$ cat src/rtl/uart_tx_arbiter.sv
`default_nettype none
// ============================================================================
// Module   : uart_tx_arbiter
// Function : round-robin sharing of one 8N1 UART transmitter among NREQ byte
//            sources; optional start timeout via UART_TX_ARB_TIMEOUT_EN.
// Revision : 1.0  initial release
// ============================================================================
module uart_tx_arbiter #(
    parameter int NREQ    = 4,
    parameter int DBITS   = 8,
    parameter int TIMEOUT = 16
) (
    input  logic                      clk_50Mhz,
    input  logic                      rst,
    input  logic [NREQ-1:0]           req_valid,
    input  logic [NREQ*DBITS-1:0]     req_data,
    output logic [NREQ-1:0]           req_ready,
    input  logic                      tx_busy,
    output logic                      t_en,
    output logic [DBITS-1:0]          din,
    output logic [$clog2(NREQ)-1:0]   grant_id,
    output logic                      active,
    output logic                      done,
    output logic                      err
);

    localparam int IDW = $clog2(NREQ);

    typedef enum logic [1:0] {
        S_IDLE      = 2'd0,
        S_ISSUE     = 2'd1,
        S_WAIT_BUSY = 2'd2,
        S_WAIT_DONE = 2'd3
    } state_t;

    state_t           r_state;
    logic [IDW-1:0]   r_rr_ptr;

    logic [DBITS-1:0] w_bytes [NREQ];
    logic [IDW-1:0]   w_scan;
    logic [IDW-1:0]   w_winner;
    logic             w_found;

    genvar gi;
    generate
        for (gi = 0; gi < NREQ; gi++) begin : g_unpack
            assign w_bytes[gi] = req_data[gi*DBITS +: DBITS];
        end
    endgenerate

    // Walk from the slot after the last winner, wrapping at NREQ-1, and keep
    // the first valid requester seen.
    always_comb begin
        w_scan   = r_rr_ptr;
        w_winner = '0;
        w_found  = 1'b0;
        for (int k = 0; k < NREQ; k++) begin
            w_scan = (w_scan == IDW'(NREQ-1)) ? '0 : w_scan + 1'b1;
            if (!w_found && req_valid[w_scan]) begin
                w_found  = 1'b1;
                w_winner = w_scan;
            end
        end
    end

`ifdef UART_TX_ARB_TIMEOUT_EN
    localparam int TW = $clog2(TIMEOUT+1);
    logic [TW-1:0] r_tmo_cnt;
`else
    assign err = 1'b0;
`endif

    always_ff @(posedge clk_50Mhz or posedge rst) begin
        if (rst) begin
            r_state   <= S_IDLE;
            r_rr_ptr  <= IDW'(NREQ-1);
            req_ready <= '0;
            t_en      <= 1'b0;
            din       <= '0;
            grant_id  <= '0;
            active    <= 1'b0;
            done      <= 1'b0;
`ifdef UART_TX_ARB_TIMEOUT_EN
            err       <= 1'b0;
            r_tmo_cnt <= '0;
`endif
        end else begin
            req_ready <= '0;
            t_en      <= 1'b0;
            done      <= 1'b0;
`ifdef UART_TX_ARB_TIMEOUT_EN
            err       <= 1'b0;
`endif
            case (r_state)
                S_IDLE: begin
                    // A transmitter left busy by an earlier operation blocks any grant.
                    if (!tx_busy && w_found) begin
                        din       <= w_bytes[w_winner];
                        grant_id  <= w_winner;
                        r_rr_ptr  <= w_winner;
                        req_ready <= NREQ'(1) << w_winner;
                        t_en      <= 1'b1;
                        active    <= 1'b1;
                        r_state   <= S_ISSUE;
                    end
                end
                S_ISSUE: begin
                    r_state <= S_WAIT_BUSY;
`ifdef UART_TX_ARB_TIMEOUT_EN
                    r_tmo_cnt <= '0;
`endif
                end
                S_WAIT_BUSY: begin
`ifdef UART_TX_ARB_TIMEOUT_EN
                    if (tx_busy) begin
                        r_state <= S_WAIT_DONE;
                    end else if (r_tmo_cnt == TW'(TIMEOUT-1)) begin
                        // Byte is dropped; rr_ptr already points at this winner.
                        err     <= 1'b1;
                        active  <= 1'b0;
                        r_state <= S_IDLE;
                    end else begin
                        r_tmo_cnt <= r_tmo_cnt + 1'b1;
                    end
`else
                    if (tx_busy) begin
                        r_state <= S_WAIT_DONE;
                    end
`endif
                end
                S_WAIT_DONE: begin
                    if (!tx_busy) begin
                        done    <= 1'b1;
                        active  <= 1'b0;
                        r_state <= S_IDLE;
                    end
                end
                default: begin
                    active  <= 1'b0;
                    r_state <= S_IDLE;
                end
            endcase
        end
    end

endmodule
`default_nettype wire

$ cat config.mk
export PLATFORM = sky130hd
export DESIGN_NAME = uart_tx_arbiter
export DESIGN_NICKNAME = d
export VERILOG_FILES = /design/src/rtl/uart_tx_arbiter.sv
export SDC_FILE = /design/constraint.sdc
export NUM_CORES = 1
export LEC_CHECK = 0
export CAP_MARGIN = 20
export CORE_MARGIN = 1.5
export CORE_UTILIZATION = 44
export CTS_CLUSTER_SIZE = 40
export DETAILED_ROUTE_END_ITERATION = 6
export PLACE_DENSITY = 0.84
export REMOVE_ABC_BUFFERS = 1
export SLEW_MARGIN = 10
export SYNTH_ARGS = -nofsm -noshare
export SYNTH_HDL_FRONTEND = slang
export SYNTH_SLANG_ARGS = --single-unit
$ cat constraint.sdc
create_clock -name clk_50Mhz -period 3.3 [get_ports clk_50Mhz]
set_input_delay 0.66 -clock clk_50Mhz [delete_from_list [all_inputs] [get_ports clk_50Mhz]]
set_output_delay 0.66 -clock clk_50Mhz [all_outputs]
set_load 0.01 [all_outputs]
==> impl_metrics.csv <==
group,metric,value,unit
clocking,clock_latency,0.31,ns
layout,fillers,209,
clocking,clk_pin_slew,0.13,ns
floorplanning,die_x,56.5,um
place,routabilityCongestion,0.799,
synthesis,synth_top_area_share,37.7,%
synthesis,syn-instance-count,132,
layout,finish.utilization,67.5,%
synthesis,synth_xor_area_share,0,%
synthesis,synth-simple-area-share,17.1,%
clocking,cts.sinks,21,
synthesis,synth_seq_cells,21,
layout,fin_nets,232,
sta,fmax,395,MHz
clocking,post_cts_buffers,0,
layout,ff_latch_area,528,um2
routing,wl_per_cell,13.9,um
sta,setup_tns,0,ns
power_and_ir_drop,p_per_area,805,nW/um2
floorplanning,start_util,46.1,%
critical_path,crit_arrival,2.72,ns
global_routing,grt_overflow,0,
power_and_ir_drop,ir_worst_vdd,0.654,mV
place,post-dp-hpwl,2.39,mm
global_routing,grt_pass1_wl,5.09,mm
routing,drt_wl_total,3.03,mm
synthesis,synth_top_area_cell,"dfrtp_1",
layout,drive_gt1_share,6.95,%
clocking,cts_made_buffers,3,
sta,rsz0062_at_grt,"false",
sta,max_slew_margin,45.9,%
sta,final.setup_skew,0.00891,ns
synthesis,synth_top_family_by_area,"simple AND/OR/NAND/NOR gates",
routing,drt_iter0_drc,26,
run,maxCapViolCount,0,
sta,finalCritPeriodShare,76.8,%
synthesis,synth_compound_area_share,15.4,%
routing,vias,1217,
floorplanning,die_y,56.5,um
sta,hold_viol_final,0,
routing,drt-vias-per-instance,5.58,
place,numPortBuffers,55,
global_routing,grt_pass1_vias,1177,
routing,ant_nets,0,
hold_path,hold_depth,2,
power_and_ir_drop,leakagePower,0.000831,uW
sta,worst_slew_pin_slew,0.811,ns
sta,fin_crit,2.53,ns
synthesis,synth-warning-count,0,
sta,maxSlewViolCount,0,
clocking,cts_resized,0,
floorplanning,io_pins,57,
critical_path,startpoint_type,"input port",
floorplanning,fp.dieArea,3200,um2
synthesis,ys_top_cells_by_area,"dfrtp_1 (38%), mux2i_1 (13%), nand2_1 (5.7%)",
critical_path,cp_max_fo,20,
clocking,htreeDepth,1,
critical_path,worstSetupPathType,"input port to flip-flop",
synthesis,synth_fa_ha_area_share,4.96,%
clocking,cts.hold.buffers_added,0,
critical_path,cp.required,3.48,ns
layout,area_growth,46.2,%
layout,antenna_cells,0,
floorplanning,core_area,2730,um2
clocking,cts_tree,"built",
layout,multiInputGateArea,647,um2
synthesis,yosysSeqAreaShare,41.9,%
floorplanning,std_cell_rows,19,
synthesis,ys_types,34,
routing,drc,0,
synthesis,synthesis.area,1260,um2
clocking,cts.path.max_buffers,2,
outcome,status,"completed",
global_routing,antenna_found_initial,0,
sta,setup-violations-final,0,
critical_path,end_kind,"flip-flop",
synthesis,synthMuxAreaShare,13.6,%
global_routing,grt_max_degree,22,
layout,layout_common_cells,"clkdlybuf4s50_1 (55), nand2_1 (19), dfrtp_1 (19)",
clocking,root_buffer,"clkbuf_4",
critical_path,worst_r2r_path_depth,7,
routing,dr.pass1.iters,4,
hold_path,min_path_type,"flip-flop to flip-flop",
layout,layout_commonest_cell,"clkdlybuf4s50_1",
synthesis,syn_avg_cell_area,9.55,um2
global_routing,track_usage,20.1,%
logic make-up after synthesis:
kind of cell | count (synthesis)
compound gates | 26
simple gates | 47
other cells | 1
flops | 21
buf+inv | 15
mux | 17
fa+ha+maj | 5
critical path: stages:
cell and delay [ns]:
clkdlybuf4s50_1 0.54, or4b_4 0.57, o21a_1 0.13, o21ai_2 0.10
buf_4 0.31, mux2i_1 0.26, o221ai_1 0.14
layout make-up:
cell class / instances / share of cell area, %
Inverter: 8 / 1.63
Multi-Input combinational cell: 96 / 35.1
Clock buffer: 3 / 1.22
Clock inverter: 1 / 0.271
Sequential cell: 21 / 28.6
Tap cell: 31 / 2.10
Timing Repair Buffer: 58 / 31.1
cells in the mapped netlist:
cell type and number:
a211oi_1 1, a21boi_0 1, a21oi_1 2, a221oi_1 1, a31oi_1 1, and2_1 1, and3b_1 1, buf_4 2
buf_6 3, clkbuf_1 2, conb_1 1, dfrtp_1 19, dfstp_2 2, ha_1 5, inv_1 8, mux2_2 1
mux2i_1 16, nand2_1 19, nand3_1 1, nand4_1 1, nor2_1 14, nor2b_1 2, nor3_1 4, nor4_1 2
o21a_1 1, o21ai_0 6, o21ai_1 1, o21ai_2 1, o221ai_1 8, o221ai_2 1, o2bb2ai_1 1, o32ai_1 1
or3_1 1, or4b_4 1
where the power goes:
group | internal (uW) | switching [uW]
clock | 45.3 | 82.6
combinational | 460 | 456
sequential | 373 | 67.8
flip-flops by register name (all words and copies together), names as in the netlist:
name,cells
t_en,1
r_rr_ptr,2
grant_id,2
req_ready,4
r_state,2
done,1
active,1
din,8
path summary, 6_finish.rpt:
check	startpoint	end	slack, ns
max	req_valid[3]	din[2]	0.77
min	din[6]	din[6]	0.51
max reg2reg	r_rr_ptr[0]	din[2]	0.77
min reg2reg	din[6]	din[6]	0.51
max in group asynchronous	rst	done	2.00
min in group asynchronous	rst	din[2]	0.79
through the flow:
| step | setup WS (ns) | instances | cell area [um2] | hold WS [ns] | power [uW] |
|---|---|---|---|---|---|
| 2_1_floorplan | 0.606 | 125 | 1200 | 0.481 | 1020 |
| 3_3_place_gp | 0.483 | 214 | 1820 | 0.470 | 1330 |
| 3_5_place_dp | 0.415 | 214 | 1820 | 0.481 | 1360 |
| 4_1_cts | 0.762 | 218 | 1840 | 0.514 | 1490 |
| 5_1_grt | 0.619 | 218 | 1840 | 0.534 | 1590 |
| 6_report | 0.765 | 218 | 1840 | 0.510 | 1480 |
metal layers:
| layer | wire (um) | up-vias | global-route usage (%) |
|---|---|---|---|
| li1 | - | 581 | - |
| met1 | 1280 | 589 | 25.2 |
| met2 | 1570 | 39 | 33.9 |
| met3 | 113 | 8 | 5.30 |
| met4 | 65 | 0 | 5.78 |
| met5 | 0 | - | 0 |
Note: power is estimated with default switching activity, not from simulation.
